$ cat src/rtl/fsm_seq_decoder_pkg.sv
// Shared definitions for the 4-state Mealy sequence code.
// Holds the state encoding, byte width and the recovery / next-state
// tables as functions so the encoder, decoder and benches all agree.
package fsm_seq_decoder_pkg;

    localparam int unsigned BYTE_W  = 8;
    localparam int unsigned CNT_W   = $clog2(BYTE_W);
    localparam int unsigned STATE_W = 2;

    typedef enum logic [STATE_W-1:0] {
        S0 = 2'b00,
        S1 = 2'b01,
        S2 = 2'b10,
        S3 = 2'b11
    } state_e;

    // Recover data bit x from the current state and channel symbol y.
    function automatic logic recover_bit(input state_e s, input logic y);
        logic x;
        case (s)
            S0, S3:  x = ~y;
            default: x = y;
        endcase
        return x;
    endfunction

    // Encoder-side mapping of data bit x to channel symbol y.
    // The inversion is symmetric, so it matches recover_bit.
    function automatic logic encode_bit(input state_e s, input logic x);
        logic y;
        case (s)
            S0, S3:  y = ~x;
            default: y = x;
        endcase
        return y;
    endfunction

    // State transition driven by the data bit, shared by encoder and decoder.
    function automatic state_e next_state(input state_e s, input logic x);
        state_e n;
        case (s)
            S0:      n = x ? S2 : S1;
            S1:      n = x ? S3 : S2;
            S2:      n = x ? S3 : S1;
            default: n = x ? S0 : S2;
        endcase
        return n;
    endfunction

endpackage

$ cat src/rtl/fsm_seq_inverse_core.sv
// Per-bit inverse of the 4-state Mealy sequence encoder.
// Ports:
//   clk, rst_n         clock, async active-low reset
//   sync_i             force state to S0 next edge, suppresses decode
//   in_valid_i, y_i    channel symbol and its qualifier
//   bit_c_o            combinational recovered bit for the current symbol
//   bit_valid_c_o      combinational: bit_c_o is decoded on this edge
//   x_o, x_valid_o     registered recovered bit and one-cycle strobe
//   state_o            current decoder state register
module fsm_seq_inverse_core
    import fsm_seq_decoder_pkg::*;
(
    input  logic   clk,
    input  logic   rst_n,
    input  logic   sync_i,
    input  logic   in_valid_i,
    input  logic   y_i,
    output logic   bit_c_o,
    output logic   bit_valid_c_o,
    output logic   x_o,
    output logic   x_valid_o,
    output state_e state_o
);

    state_e state_q, state_d;
    logic   x_q, x_d;
    logic   x_valid_q, x_valid_d;
    logic   bit_c;
    logic   bit_valid_c;

    // State and output registers.
    always_ff @(posedge clk or negedge rst_n) begin
        if (!rst_n) begin
            state_q   <= S0;
            x_q       <= 1'b0;
            x_valid_q <= 1'b0;
        end else begin
            state_q   <= state_d;
            x_q       <= x_d;
            x_valid_q <= x_valid_d;
        end
    end

    // Next-state and decode; sync wins over in_valid.
    always_comb begin
        state_d     = state_q;
        x_d         = x_q;
        x_valid_d   = 1'b0;
        bit_c       = recover_bit(state_q, y_i);
        bit_valid_c = in_valid_i & ~sync_i;

        if (sync_i) begin
            state_d = S0;
        end else if (in_valid_i) begin
            state_d   = next_state(state_q, bit_c);
            x_d       = bit_c;
            x_valid_d = 1'b1;
        end
    end

    assign bit_c_o       = bit_c;
    assign bit_valid_c_o = bit_valid_c;
    assign x_o           = x_q;
    assign x_valid_o     = x_valid_q;
    assign state_o       = state_q;

endmodule

$ cat src/rtl/fsm_seq_decoder.sv
// Sequence decoder: recovers data bits from the 4-state Mealy code and
// assembles them LSB-first into bytes with a valid/ready style handoff.
// Ports:
//   clk, rst_n           clock, async active-low reset
//   sync                 resynchronise decoder to S0, clear partial byte and overflow
//   in_valid, y_in       channel symbol and its qualifier
//   x_out, x_valid       recovered bit and one-cycle strobe (latency 1)
//   byte_data            assembled byte, bit 0 = first received bit
//   byte_valid           byte_data holds an unconsumed byte
//   out_ready            consumer takes byte_data on this edge
//   overflow             sticky: a completed byte was dropped
//   state                current decoder state (debug)
module fsm_seq_decoder
    import fsm_seq_decoder_pkg::*;
(
    input  logic              clk,
    input  logic              rst_n,
    input  logic              sync,
    input  logic              in_valid,
    input  logic              y_in,
    output logic              x_out,
    output logic              x_valid,
    output logic [BYTE_W-1:0] byte_data,
    output logic              byte_valid,
    input  logic              out_ready,
    output logic              overflow,
    output logic [STATE_W-1:0] state
);

    logic   bit_c;
    logic   bit_valid_c;
    state_e core_state;

    fsm_seq_inverse_core u_core (
        .clk           (clk),
        .rst_n         (rst_n),
        .sync_i        (sync),
        .in_valid_i    (in_valid),
        .y_i           (y_in),
        .bit_c_o       (bit_c),
        .bit_valid_c_o (bit_valid_c),
        .x_o           (x_out),
        .x_valid_o     (x_valid),
        .state_o       (core_state)
    );

    // Only the first seven bits need storing; the eighth arrives with
    // the completing symbol and goes straight into byte_data.
    logic [CNT_W-1:0]  cnt_q, cnt_d;
    logic [BYTE_W-2:0] partial_q, partial_d;
    logic [BYTE_W-1:0] byte_q, byte_d;
    logic              byte_valid_q, byte_valid_d;
    logic              overflow_q, overflow_d;
    logic              byte_done_c;
    logic [BYTE_W-1:0] new_byte_c;

    // Byte assembly and handoff registers.
    always_ff @(posedge clk or negedge rst_n) begin
        if (!rst_n) begin
            cnt_q        <= '0;
            partial_q    <= '0;
            byte_q       <= '0;
            byte_valid_q <= 1'b0;
            overflow_q   <= 1'b0;
        end else begin
            cnt_q        <= cnt_d;
            partial_q    <= partial_d;
            byte_q       <= byte_d;
            byte_valid_q <= byte_valid_d;
            overflow_q   <= overflow_d;
        end
    end

    // Shift in recovered bits, complete bytes and arbitrate the handoff.
    always_comb begin
        cnt_d        = cnt_q;
        partial_d    = partial_q;
        byte_d       = byte_q;
        byte_valid_d = byte_valid_q;
        overflow_d   = overflow_q;
        byte_done_c  = 1'b0;
        new_byte_c   = {bit_c, partial_q};

        if (sync) begin
            cnt_d      = '0;
            partial_d  = '0;
            overflow_d = 1'b0;
        end else if (bit_valid_c) begin
            if (cnt_q == CNT_W'(BYTE_W - 1)) begin
                cnt_d       = '0;
                partial_d   = '0;
                byte_done_c = 1'b1;
            end else begin
                cnt_d     = cnt_q + CNT_W'(1);
                partial_d = {bit_c, partial_q[BYTE_W-2:1]};
            end
        end

        // Consumer takes the pending byte.
        if (out_ready && byte_valid_q) begin
            byte_valid_d = 1'b0;
        end

        // A new byte lands if the slot is free or being freed this edge.
        if (byte_done_c) begin
            if (!byte_valid_q || out_ready) begin
                byte_d       = new_byte_c;
                byte_valid_d = 1'b1;
            end else begin
                overflow_d = 1'b1;
            end
        end
    end

    assign byte_data  = byte_q;
    assign byte_valid = byte_valid_q;
    assign overflow   = overflow_q;
    assign state      = STATE_W'(core_state);

endmodule

$ cat config.mk
export PLATFORM = sky130hd
export DESIGN_NAME = fsm_seq_decoder
export DESIGN_NICKNAME = d
export VERILOG_FILES = /design/src/rtl/fsm_seq_decoder_pkg.sv /design/src/rtl/fsm_seq_inverse_core.sv /design/src/rtl/fsm_seq_decoder.sv
export SDC_FILE = /design/constraint.sdc
export NUM_CORES = 1
export LEC_CHECK = 0
export CELL_PAD_IN_SITES_DETAIL_PLACEMENT = 0
export CELL_PAD_IN_SITES_GLOBAL_PLACEMENT = 1
export CORE_UTILIZATION = 40
export DETAILED_ROUTE_END_ITERATION = 10
export PLACE_DENSITY_LB_ADDON = 0.1
export SLEW_MARGIN = 10
export SYNTH_ARGS = -nofsm -noshare
export SYNTH_HDL_FRONTEND = slang
export SYNTH_SLANG_ARGS = --single-unit
$ cat constraint.sdc
create_clock -name clk -period 2 [get_ports clk]
set_input_delay 0.5 -clock clk [delete_from_list [all_inputs] [get_ports clk]]
set_output_delay 0.5 -clock clk [all_outputs]
set_load 0.05 [all_outputs]
### Word level (Yosys, flattened, before mapping)

Index checks and enable logic that the tools add are counted.

* reduce and logical (&&, ||, !) cells: 9
* bitwise logic cells: 3
* equality and inequality tests: 4
* muxes and demuxes: 25
* add/subtract/negate cells: 1

Operators by type and width (count)
* $mux 7: 3
* $mux 1: 13
* $mux 2: 5
* $mux 3: 3
* $pmux 2 s3: 1
* $eq 2x2->1 const B: 2
* $reduce_and 2->1: 2
* $reduce_bool 2->1: 2
* $add 3x1->3 const B: 1
* $eq 3x3->1 const B: 1
* $eq 2x1->1 const B: 1
* $logic_not 2->1: 1
* $not 1->1: 2
* $reduce_or 2->1: 1
* $and 1x1->1: 1
* $logic_and 1x1->1: 1
* $logic_not 1->1: 1
* $logic_or 1x1->1: 1

* output and inout bits: 14
* register bits: 24
* word-level logic and storage cells: 50
* bits of input ports: 6

### Longest topological paths before layout

* depth in word-level cells: 7
* mapped depth: 5
* mapped depth without buffers: 5

### Hierarchy

A second synthesis with hierarchy kept.

* cells, all modules: 87
* area total of the unflattened synthesis: 1067.3 sq um

By module, submodules not included
* fsm_seq_decoder: sequential area each 500.5 sq um, cells an instance 68, instances 1, area an instance 872.1 sq um
* fsm_seq_inverse_core: sequential area each 100.1 sq um, cells an instance 19, instances 1, area an instance 195.2 sq um

### Worst setup path after synthesis

OpenSTA, ideal clock, no wires.

* path type: register to register
* from: reg u_core.state_q[0], in the netlist u_core.state_o[0]
* to: reg byte_q[7], in the netlist byte_data[7]
* library setup time: 0.128 ns
* arrival: 1.475 ns
* slack: 0.398 ns
* period minus slack after synthesis: 1.602 ns
* path buffers: 0
* data required time: 1.872 ns
* cell stages (with the launch flop): 4
* cells stage by stage: dfrtp_1 ha_1 xnor2_1 mux2_1

* word-level cells in the longest chain between the ends: 3
* elaborated cells on any way between the ends: 4
* classes of those cells: 1 x eq/ne; 1 x mux; 2 x reduce/logical

RTL lines
* start, declared: RTL line fsm_seq_inverse_core.sv:25 `state_e state_q, state_d;`
* start signal, assigned: RTL line fsm_seq_inverse_core.sv:38 `state_q <= state_d;`
* $eq 2x2->1 or $logic_not 2->1 (tied branches): RTL line fsm_seq_decoder_pkg.sv:20 `case (s)`
* $reduce_or 2->1 (*): RTL line fsm_seq_decoder_pkg.sv:20
* $mux 1 (*): RTL line fsm_seq_decoder_pkg.sv:20
* end signal, assigned: RTL line fsm_seq_decoder.sv:68 `byte_q <= byte_d;`
* end, declared: RTL line fsm_seq_decoder.sv:51 `logic [BYTE_W-1:0] byte_q, byte_d;`

Every way passes the cells marked *; elsewhere a longest branch is shown, timed or not.
A chain may end at the register's enable or synchronous reset.

### Worst setup path after layout

* from: reg u_core.x_valid_q, in the netlist u_core.x_valid_o
* to: out x_valid

RTL lines
* start, declared: RTL line fsm_seq_inverse_core.sv:27 `logic x_valid_q, x_valid_d;`
* start signal, assigned: RTL line fsm_seq_inverse_core.sv:40 `x_valid_q <= x_valid_d;`
* end, declared: RTL line fsm_seq_decoder.sv:22 `output logic x_valid,`

No word-level cell between the ends.

==> impl_results.md <==
- Outcome: finished clean
- # Max-Cap Violations: 0
- Worst supply voltage drop on vdd: 0.543 mV
- Combinational power share: 0.212
- Layout overhead on the synthesized area: 23.8%
- Combined global-route utilization of all metal layers: 0.157
- Number of stages on the worst setup path: 1
- TritonCTS Buffers: 3
- Number of global-route vias before repair: 721
- Pint: 0.000657 W
- Number of core rows: 18
- Worst min-delay path endpoint: byte_data[3]
- Beginning of the worst register-to-register path: cnt_q[0]
- Final critical-path setup slack: 0.0677 ns
- Count of state elements after synthesis: 24
- Count of boundary I/O pins: 20
- Number of flops mapped to enable cells by yosys: 0
- Setup slack, reg-to-reg: 0.45 ns
- I/O Buffers: 19
- Worst setup path start: u_core.x_valid_o
- Fin. Hold Viols: 0
- Final setup skew: 0.00325 ns
- Sequential area share after synthesis: 0.547
- Via count normalized by instance count: 5.24
- Most crowded layer after global routing: met2
- Synthesized area: 1100 sq um
- Critical path capture point type: primary output
- Relative max-transition margin: 0.667
- Ordered list of cells on the worst path: clkdlybuf4s50_1
- Clock-pin slew on the worst setup and hold paths: 0.12 ns
- Number of instances in the synthesized netlist: 89
- Fraction of met2 tracks used by global routing: 0.240
- Kind of cell with the highest combined delay on the critical path: buffers and inverters
- Maximum number of pins on one net before global-route repair: 25
- Clock tree root buffer cell: sky130_fd_sc_hd__clkbuf_4
- Setup repair after global routing missed its margin: false
- Unique masters post-synth: 25
- Fraction of layout cells with a size suffix above 1: 0.193
- Synthesized net count: 99
- Antenna-violating nets left: 0
- Die Footprint: 2960 sq um
- Detailed router's first-iteration violation count: 4
- Number of design rule violations left after detail routing: 0
- Worst min path class: reg2reg
- Post-layout utilization of the core: 0.534
- Warnings from Yosys: 0
- Final Non-Filler Cells: 144
- Req. time, crit path: 1.50 ns
- Worst setup slack after placement: 0.110 ns
- Post-detailed-route wirelength per cell: 13.5 um
- Clk_lat worst skew: 0.30 ns
- Net switching power of the design: 0.000271 W
- Number of vias in the routed layout: 754
- Net total in the final layout: 126
- Detailed Place HPWL: 1.37 mm
- Number of buffers on the longest clock path: 2
- Worst R2R Path Depth: 5
- Switching share of power: 0.292
- Number of antenna violations at the first check in global routing: 0
- Inst Count DP: 141
- Met3 track demand over resource in global routing: 0.0250
- Pin slew with the least headroom to its limit: 0.498 ns
- Starting density of the core: 0.432
- Vertical die dimension: 54.4 um
- Met1 Usage GRT: 0.213
- Maximum fanout encountered on the critical timing path: 1
- Crit path buffers/inverters: 1
- Congestion Overflow GR: 0
- Reg-to-reg endpoint: byte_data[2]
- Accumulated negative setup slack: 0 ns
- Final number of setup-violating endpoints: 0
- Type of the setup path with the least slack: reg2out
- Chip Width: 54.4 um
- Mean instance size in the synthesized netlist: 12.3 sq um
- Top_reg_cell synth: sky130_fd_sc_hd__dfrtp_1
- Number of sinks on the clock net: 24
- CTS tree: done
- Total Wirelength: 1.94 mm
- Crit-path slowest cell: sky130_fd_sc_hd__clkdlybuf4s50_1
- Post-layout minimum cycle time: 1.93 ns
- Maximum operating frequency: 0.518 GHz
- Critical Path Source Type: flip-flop
- Final worst path period share: 0.966
- Final Hold Slack: 0.497 ns
- Drt pass-1 iters: 4
- Global-route wire length before repair: 3.28 mm
- Post-synth ARST share: 1.00
- Clk pwr share: 0.220
- Total inserted antenna cells: 0
- Core area: 2540 sq um
- Peak per-stage delay on the critical path: 0.79 ns
- Placer Congestion: 0.731
- Power density over cell area: 682 nW/um^2
- Hold-critical path depth: 1
- Arrival time reported for the critical path endpoint: 1.43 ns
- Min-Delay Startpoint: byte_data[3]
- Number of max-slew violations in the final report: 0
- Sequential fraction of design power: 0.568
- Leakage: 0.722 nW
- Deepest level of the CTS H-tree: 1
-- sequential cells by signal, indices dropped and copies added, names as in the netlist --
register	count
byte_data	8
partial_q	7
cnt_q	3
u_core.state_o	2
byte_valid	1
overflow	1
u_core.x_o	1
u_core.x_valid_o	1
-- what timing repair did --
item                       in CTS  in global routing
setup endpoints to repair       0                  3
gates resized for setup         0                  3
hold buffers                    0                  0
setup buffers                   0                  0
-- cell type report --
type	count	area, sq um
Timing Repair Buffer	25	218
Fill cell	222	1180
Clock buffer	3	22.5
Sequential cell	24	601
Multi-Input combinational cell	60	474
Inverter	2	7.51
Tap cell	30	37.5
-- metal layers --
metal / part of all wire / wire length [um]
met1: 0.50 / 978
met2: 0.46 / 892
met3: 0.028 / 54
met4: 0.0062 / 12
met5: 0 / 0
-- worst max-delay path by stage --
stage,to
after floorplan,byte_data[7]
after global placement,byte_data[0]
after detailed placement,byte_data[7]
after CTS,byte_data[4]
after global routing,x_valid
final,x_valid
-- cells in the final DEF, fill, tap and decap left out, drive strengths merged --
master | synthesis | final
dfrtp | 24 | 24
buf | 2 | 16
mux2 | 9 | 9
a21oi | 8 | 8
nor2 | 8 | 8
nand2b | 7 | 7
nand3b | 7 | 7
clkdlybuf4s50 | 0 | 6
ha | 4 | 4
nor2b | 3 | 3
clkbuf | 1 | 3
dlymetal6s2s | 0 | 3
and2b | 2 | 2
xnor2 | 2 | 2
nand2 | 2 | 2
inv | 2 | 2
a31oi | 1 | 1
mux2i | 1 | 1
nand4 | 1 | 1
nor3b | 1 | 1
a41oi | 1 | 1
o211ai | 1 | 1
o21a | 1 | 1
a311oi | 1 | 1
-- through the flow --
stage	cell area, sq um	power [W]
after global placement	1330	0.000733
after detailed placement	1330	0.000736
after CTS	1350	0.000948
after global routing	1360	0.000987
after floorplan	1100	0.000654
final	1360	0.000928
-- power by group through the flow --
stage,registers [W],logic (W),clock network [W]
floorplan,0.000587,0.0000665,0
finish,0.000527,0.000197,0.000204
CTS,0.000527,0.000201,0.000220
detailed placement,0.000536,0.000200,0
global route,0.000530,0.000217,0.000240
global placement,0.000536,0.000197,0
-- Yosys cell counts, drive strengths merged, types with 2 or more instances --
master / number / share of area
nand2: 2 / 0.0068
a21oi: 8 / 0.036
nor2: 8 / 0.042
inv: 2 / 0.0068
nor2b: 3 / 0.017
mux2: 9 / 0.092
buf: 2 / 0.011
ha: 4 / 0.046
dfrtp: 24 / 0.55
xnor2: 2 / 0.016
and2b: 2 / 0.014
nand3b: 7 / 0.059
nand2b: 7 / 0.040
-- logic make-up (layout without fill, tap and decap cells) --
kind of cell	count (synthesis)	after routing	share of synthesized area
compound gates	13	13	0.0775
xor+xnor	2	2	0.0159
fa+ha+maj	4	4	0.0456
buf+inv	5	30	0.0216
flops	24	24	0.547
mux	10	10	0.101
simple gates	31	31	0.191
Note: power is estimated with default switching activity, not from simulation.
==> RTL change 1, RTL diff (config.mk and constraints unchanged) <==
Make the reset (`rst_n`) synchronous in 2 clocked blocks. Comments in the files are not updated.
--- a/src/rtl/fsm_seq_inverse_core.sv
+++ b/src/rtl/fsm_seq_inverse_core.sv
@@ -29,7 +29,7 @@
     logic   bit_valid_c;
 
     // State and output registers.
-    always_ff @(posedge clk or negedge rst_n) begin
+    always_ff @(posedge clk) begin
         if (!rst_n) begin
             state_q   <= S0;
             x_q       <= 1'b0;
--- a/src/rtl/fsm_seq_decoder.sv
+++ b/src/rtl/fsm_seq_decoder.sv
@@ -55,7 +55,7 @@
     logic [BYTE_W-1:0] new_byte_c;
 
     // Byte assembly and handoff registers.
-    always_ff @(posedge clk or negedge rst_n) begin
+    always_ff @(posedge clk) begin
         if (!rst_n) begin
             cnt_q        <= '0;
             partial_q    <= '0;
Function: differs if rst_n is asserted again (counterexample within 4 cycles, from zero or initial values and one cycle with rst_n low); with rst_n held inactive, the same outputs for 10 cycles.
==> RTL change 1 against the unedited design <==
Area after synthesis is 5.7% lower. First-iteration DRC count grew 25%. Final area down 3.1%. Routed wire length decreased by 9.1%. Worst setup slack better by 0.014 ns. Sequential cell count did not move. Clock skew decreased by 0.0017 ns. Critical path type unchanged. Critical endpoint unchanged. Highest routed layer unchanged.
Power is not compared: it rests on default switching activity, and its combinational part moved more than twofold at a synthesized area within 25%.
==> RTL change 1: results (changes against the unedited design) <==
CTS Buf Count - 3 (unchanged)
leading area contributor after synthesis - dfxtp_1
Seq/Total Area, Yosys - 0.464 (-0.0829)
CP max stage cell - clkdlybuf4s50_1
outcome - completed
Post-synth top cells - dfxtp_1, nand2_1, mux2i_1
Filler Cell Count - 231 (+4.1%)
initial antenna violation count - 0 (unchanged)
syn nets - 119 (+20%)
H-tree Lvls - 1 (unchanged)
Largest register FFs - 8 (unchanged)
met2 WL - 732 um (-18%)
First-pass DRT Iterations - 4 (unchanged)
CP max FO - 1 (unchanged)
CTS max path bufs - 2 (unchanged)
WL met3 - 64 um (+19%)
Slew HR - 0.664 (-0.00303)
yosys warns - 0 (unchanged)
DR top layer - met4
Leak - 0.658 nW
Post-Route WL - 1.76 mm (-9.1%)
Worst Path Arrival - 1.42 ns
Setup Viol. Count Final - 0 (unchanged)
Nets - 141 (+12%)
total track usage - 0.153 (-0.00371)
met3 global-route usage - 0.0345 (+0.00948)
Post-CTS Setup Bufs - 0 (unchanged)
Diodes inserted - 0 (unchanged)
Via Count - 756 (+0.27%)
M1 GR Usage - 0.221 (+0.00825)
Fin Clk Skew - 0.00155 ns (-0.00171 ns)
Worst-path clk slew - 0.13 ns
gp weighted congestion - 0.629 (-14%)
PostCTS Resize Cnt - 0 (unchanged)
top post-synthesis cells by area - dfxtp_1, mux2i_1, nand2_1
largest net degree at the start of global routing - 26 (+4.0%)
distinct cell type count after synthesis - 20 (-20%)
first-pass GRT wire length - 3.11 mm (-5.5%)
DRT iter0 DRCs - 5 (+1)
met1 WL - 951 um (-2.8%)
Worst-Skew Late Latency - 0.30 ns (about the same)
clk root buf - clkbuf_4
slowest stage delay, CP - 0.78 ns
maximum VDD drop - 0.409 mV
share of layout cells above drive strength 1 - 0.0992 (-0.0937)
Placement Setup Slack - 0.220 ns (+0.111 ns)
hpwl dp - 1.19 mm (-13%)
family with the most delay on the worst path - buffers and inverters
GR Util met2 - 0.207 (-0.0331)
Hold WC Path Type - flip-flop to flip-flop
vias in the first global route - 680 (-5.7%)
port buffer count - 19 (unchanged)
Synth async-reset ratio - 0 (-1.00)
[RTL change 1: changes by cell type after synthesis, sizes merged, moves of 3 or more]
cell	before	now
dfxtp	0	24
nor2	8	5
dfrtp	24	0
nand2	2	18
buf	2	6
mux2	9	0
mux2i	1	12
[RTL change 1: per-stage QoR]
stage	std cells	util	area, sq um	total power, mW
after detailed placement	157	0.511	1250	0.589
after CTS	161	0.525	1290	0.844
after floorplan	110	-	1040	0.557
after global placement	157	0.511	1250	0.587
final	161	0.537	1320	0.826
after global routing	161	0.537	1320	0.875
[RTL change 1: cells by family after synthesis]
group / after synthesis / synth area share
simple gates: 47 / 0.248
buf+inv: 9 / 0.0519
flops: 24 / 0.464
fa+ha+maj: 3 / 0.0362
compound gates: 14 / 0.0761
mux: 12 / 0.116
xor+xnor: 1 / 0.00846
[RTL change 1: final cells by class]
type	instances	area [sq um]	share of cell area
Multi-Input combinational cell	77	502	0.381
Sequential cell	24	480	0.365
Timing Repair Buffer	25	258	0.196
Tap cell	30	37.5	0.0285
Clock buffer	4	36.3	0.0275
Inverter	1	3.75	0.00285
[RTL change 1: where the power goes]
group          internal [mW]  switching (mW)  total (mW)
registers              0.485         0.00525       0.490
clock network          0.111           0.138       0.249
logic                 0.0392          0.0477      0.0869
total                  0.635           0.191       0.826
[RTL change 1: path summary, 6_finish.rpt]
kind / from / endpoint / slack (ns) / cells after the start
worst min register to register: byte_data[0] / byte_data[0] / 0.46 / 2
worst max register to register: cnt_q[0] / byte_data[3] / 0.67 / 5
worst min-delay path: byte_data[0] / byte_data[0] / 0.46 / 2
worst max-delay path: u_core.x_valid_o / x_valid / 0.08 / 1
[RTL change 1: worst min-delay path, delay by kind of cell (launching register included)]
family	cells	cell delay [ns]
DFF	1	0.33
muxes	1	0.05
and+or+nand+nor	1	0.05
==> RTL change 2, RTL diff (same flow settings) <==
Without the edit above. The package constant `BYTE_W` goes from 8 to 16.
--- a/src/rtl/fsm_seq_decoder_pkg.sv
+++ b/src/rtl/fsm_seq_decoder_pkg.sv
@@ -3,7 +3,7 @@
 // tables as functions so the encoder, decoder and benches all agree.
 package fsm_seq_decoder_pkg;
 
-    localparam int unsigned BYTE_W  = 8;
+    localparam int unsigned BYTE_W  = 16;
     localparam int unsigned CNT_W   = $clog2(BYTE_W);
     localparam int unsigned STATE_W = 2;
 
Interface: changed (resized byte_data); port bits go from 20 to 28. The function was not compared with the original's and may differ.
==> RTL change 2 against the unedited design <==
Power is 69% higher. Final area grew 53%. Non-clock buffer count is 14 higher. Critical path type unchanged. Highest routed layer unchanged. Area after synthesis increased by 49%. Routed wire length grew 45%. Sequential cell count up 17. Worst setup slack worse by 0.0081 ns. First-iteration DRC count rose to 10 times the old value. Maximum frequency down 0.42%.
==> RTL change 2: results (changes against the unedited design) <==
Synth async-reset ratio - 1.00 (unchanged)
clk root buf - clkbuf_8
largest net degree at the start of global routing - 42 (+68%)
Via Count - 1,064 (+41%)
Fin Clk Skew - 0.00767 ns (+0.00442 ns)
vias in the first global route - 1,040 (+44%)
H-tree Lvls - 2 (+1)
family with the most delay on the worst path - buffers and inverters
share of layout cells above drive strength 1 - 0.335 (+0.142)
R2R Path End - byte_data[12]
Placed Area - 0.00199 sq mm (+50%)
first-pass GRT wire length - 4.87 mm (+48%)
CP max stage cell - clkdlybuf4s50_1
placed instance count - 199 (+41%)
Leak - 1.04 nW (+43%)
Sw Share - 0.248 (-0.0447)
hpwl dp - 1.93 mm (+41%)
WHS - 0.259 ns (-0.238 ns)
worst-margin pin slew - 0.681 ns (+0.183 ns)
Syn Area/Cell - 13.8 sq um (+12%)
reg-to-reg startpoint - cnt_q[1]
Post-Route WL - 2.80 mm (+45%)
fin util - 0.548 (+0.0140)
gp weighted congestion - 0.727 (-0.48%)
wire per inst - 13.6 um (+1.0%)
Nets - 166 (+32%)
Filler Cell Count - 335 (+51%)
First-pass DRT Iterations - 4 (unchanged)
PostCTS Resize Cnt - 0 (unchanged)
Worst Path Arrival - 1.44 ns
yosys warns - 0 (unchanged)
Seq/Total Area, Yosys - 0.628 (+0.0812)
CTS max path bufs - 2 (unchanged)
port buffer count - 27 (+8)
maximum VDD drop - 0.412 mV (-24%)
DRT iter0 DRCs - 40 (+36)
outcome - completed
Post-CTS Setup Bufs - 0 (unchanged)
CTS Buf Count - 5 (+2)
syn nets - 126 (+27%)
Diodes inserted - 0 (unchanged)
Post-synth top cells - dfrtp_1, mux2_2, a22o_1
distinct cell type count after synthesis - 28 (+12%)
CP max FO - 2 (+1)
Hold WC Path Type - input port to asynchronous set/reset pin
slowest stage delay, CP - 0.80 ns
R2R Setup Slk - 0.34 ns (-0.11 ns)
Largest register FFs - 16 (+8)
Worst-path clk slew - 0.08 ns (-0.04 ns)
worst reg2reg path depth - 5 (unchanged)
total track usage - 0.155 (-0.00138)
Worst-Skew Late Latency - 0.29 ns
top post-synthesis cells by area - dfrtp_1, mux2_2, a22o_1
Main synth FF type - dfrtp_1
Placement Setup Slack - -0.216 ns (-0.326 ns)
[RTL change 2: cell types whose count changed after synthesis, sizes merged, moves of 5 or more]
cell	change
nand3b	-7
nor2	-5
a22o	+15
a21oi	-7
mux2	+8
dfrtp	+17
nand2	+7
[RTL change 2: how the worst max path moves through the flow]
stage | start | endpoint | slack, ns | cells after the start
detailed placement | sync | cnt_q[0] | -0.22 | 3
floorplan | in_valid | byte_data[10] | 0.22 | 5
finish | byte_data[2] | byte_data[2] | 0.06 | 1
CTS | byte_data[4] | byte_data[4] | 0.04 | 1
global route | byte_data[2] | byte_data[2] | 0.005 | 1
global placement | sync | cnt_q[0] | -0.18 | 3
[RTL change 2: kinds of logic after synthesis]
kind of cell             share of synthesized area
AO/OA/AOI/OAI                                0.108
XOR/XNOR                                    0.0107
adder cells (fa/ha/maj)                     0.0153
buffers and inverters                       0.0352
flip-flops                                   0.628
multiplexers                                 0.123
AND/OR/NAND/NOR                             0.0796
[RTL change 2: per-layer routing]
| metal | routed length (um) | up-vias | global-route usage | part of all wire |
|---|---|---|---|---|
| li1 | - | 501 | - | - |
| met1 | 1340 | 530 | 0.204 | 0.48 |
| met2 | 1270 | 25 | 0.227 | 0.45 |
| met3 | 126 | 8 | 0.0431 | 0.045 |
| met4 | 63 | 0 | 0.0897 | 0.022 |
| met5 | 0 | - | 0 | 0 |
[RTL change 2: final cells by class]
type / instances / area share
Sequential cell: 41 / 0.492
Clock inverter: 1 / 0.00360
Clock buffer: 6 / 0.0396
Inverter: 5 / 0.00901
Timing Repair Buffer: 39 / 0.161
Tap cell: 48 / 0.0288
Multi-Input combinational cell: 66 / 0.265
[RTL change 2: power by group through the flow]
stage | registers (mW) | logic (mW) | clock network, mW
floorplan | 0.911 | 0.0563 | 0
global placement | 0.877 | 0.163 | 0
detailed placement | 0.878 | 0.168 | 0
CTS | 0.862 | 0.168 | 0.558
global route | 0.864 | 0.182 | 0.593
finish | 0.862 | 0.164 | 0.545
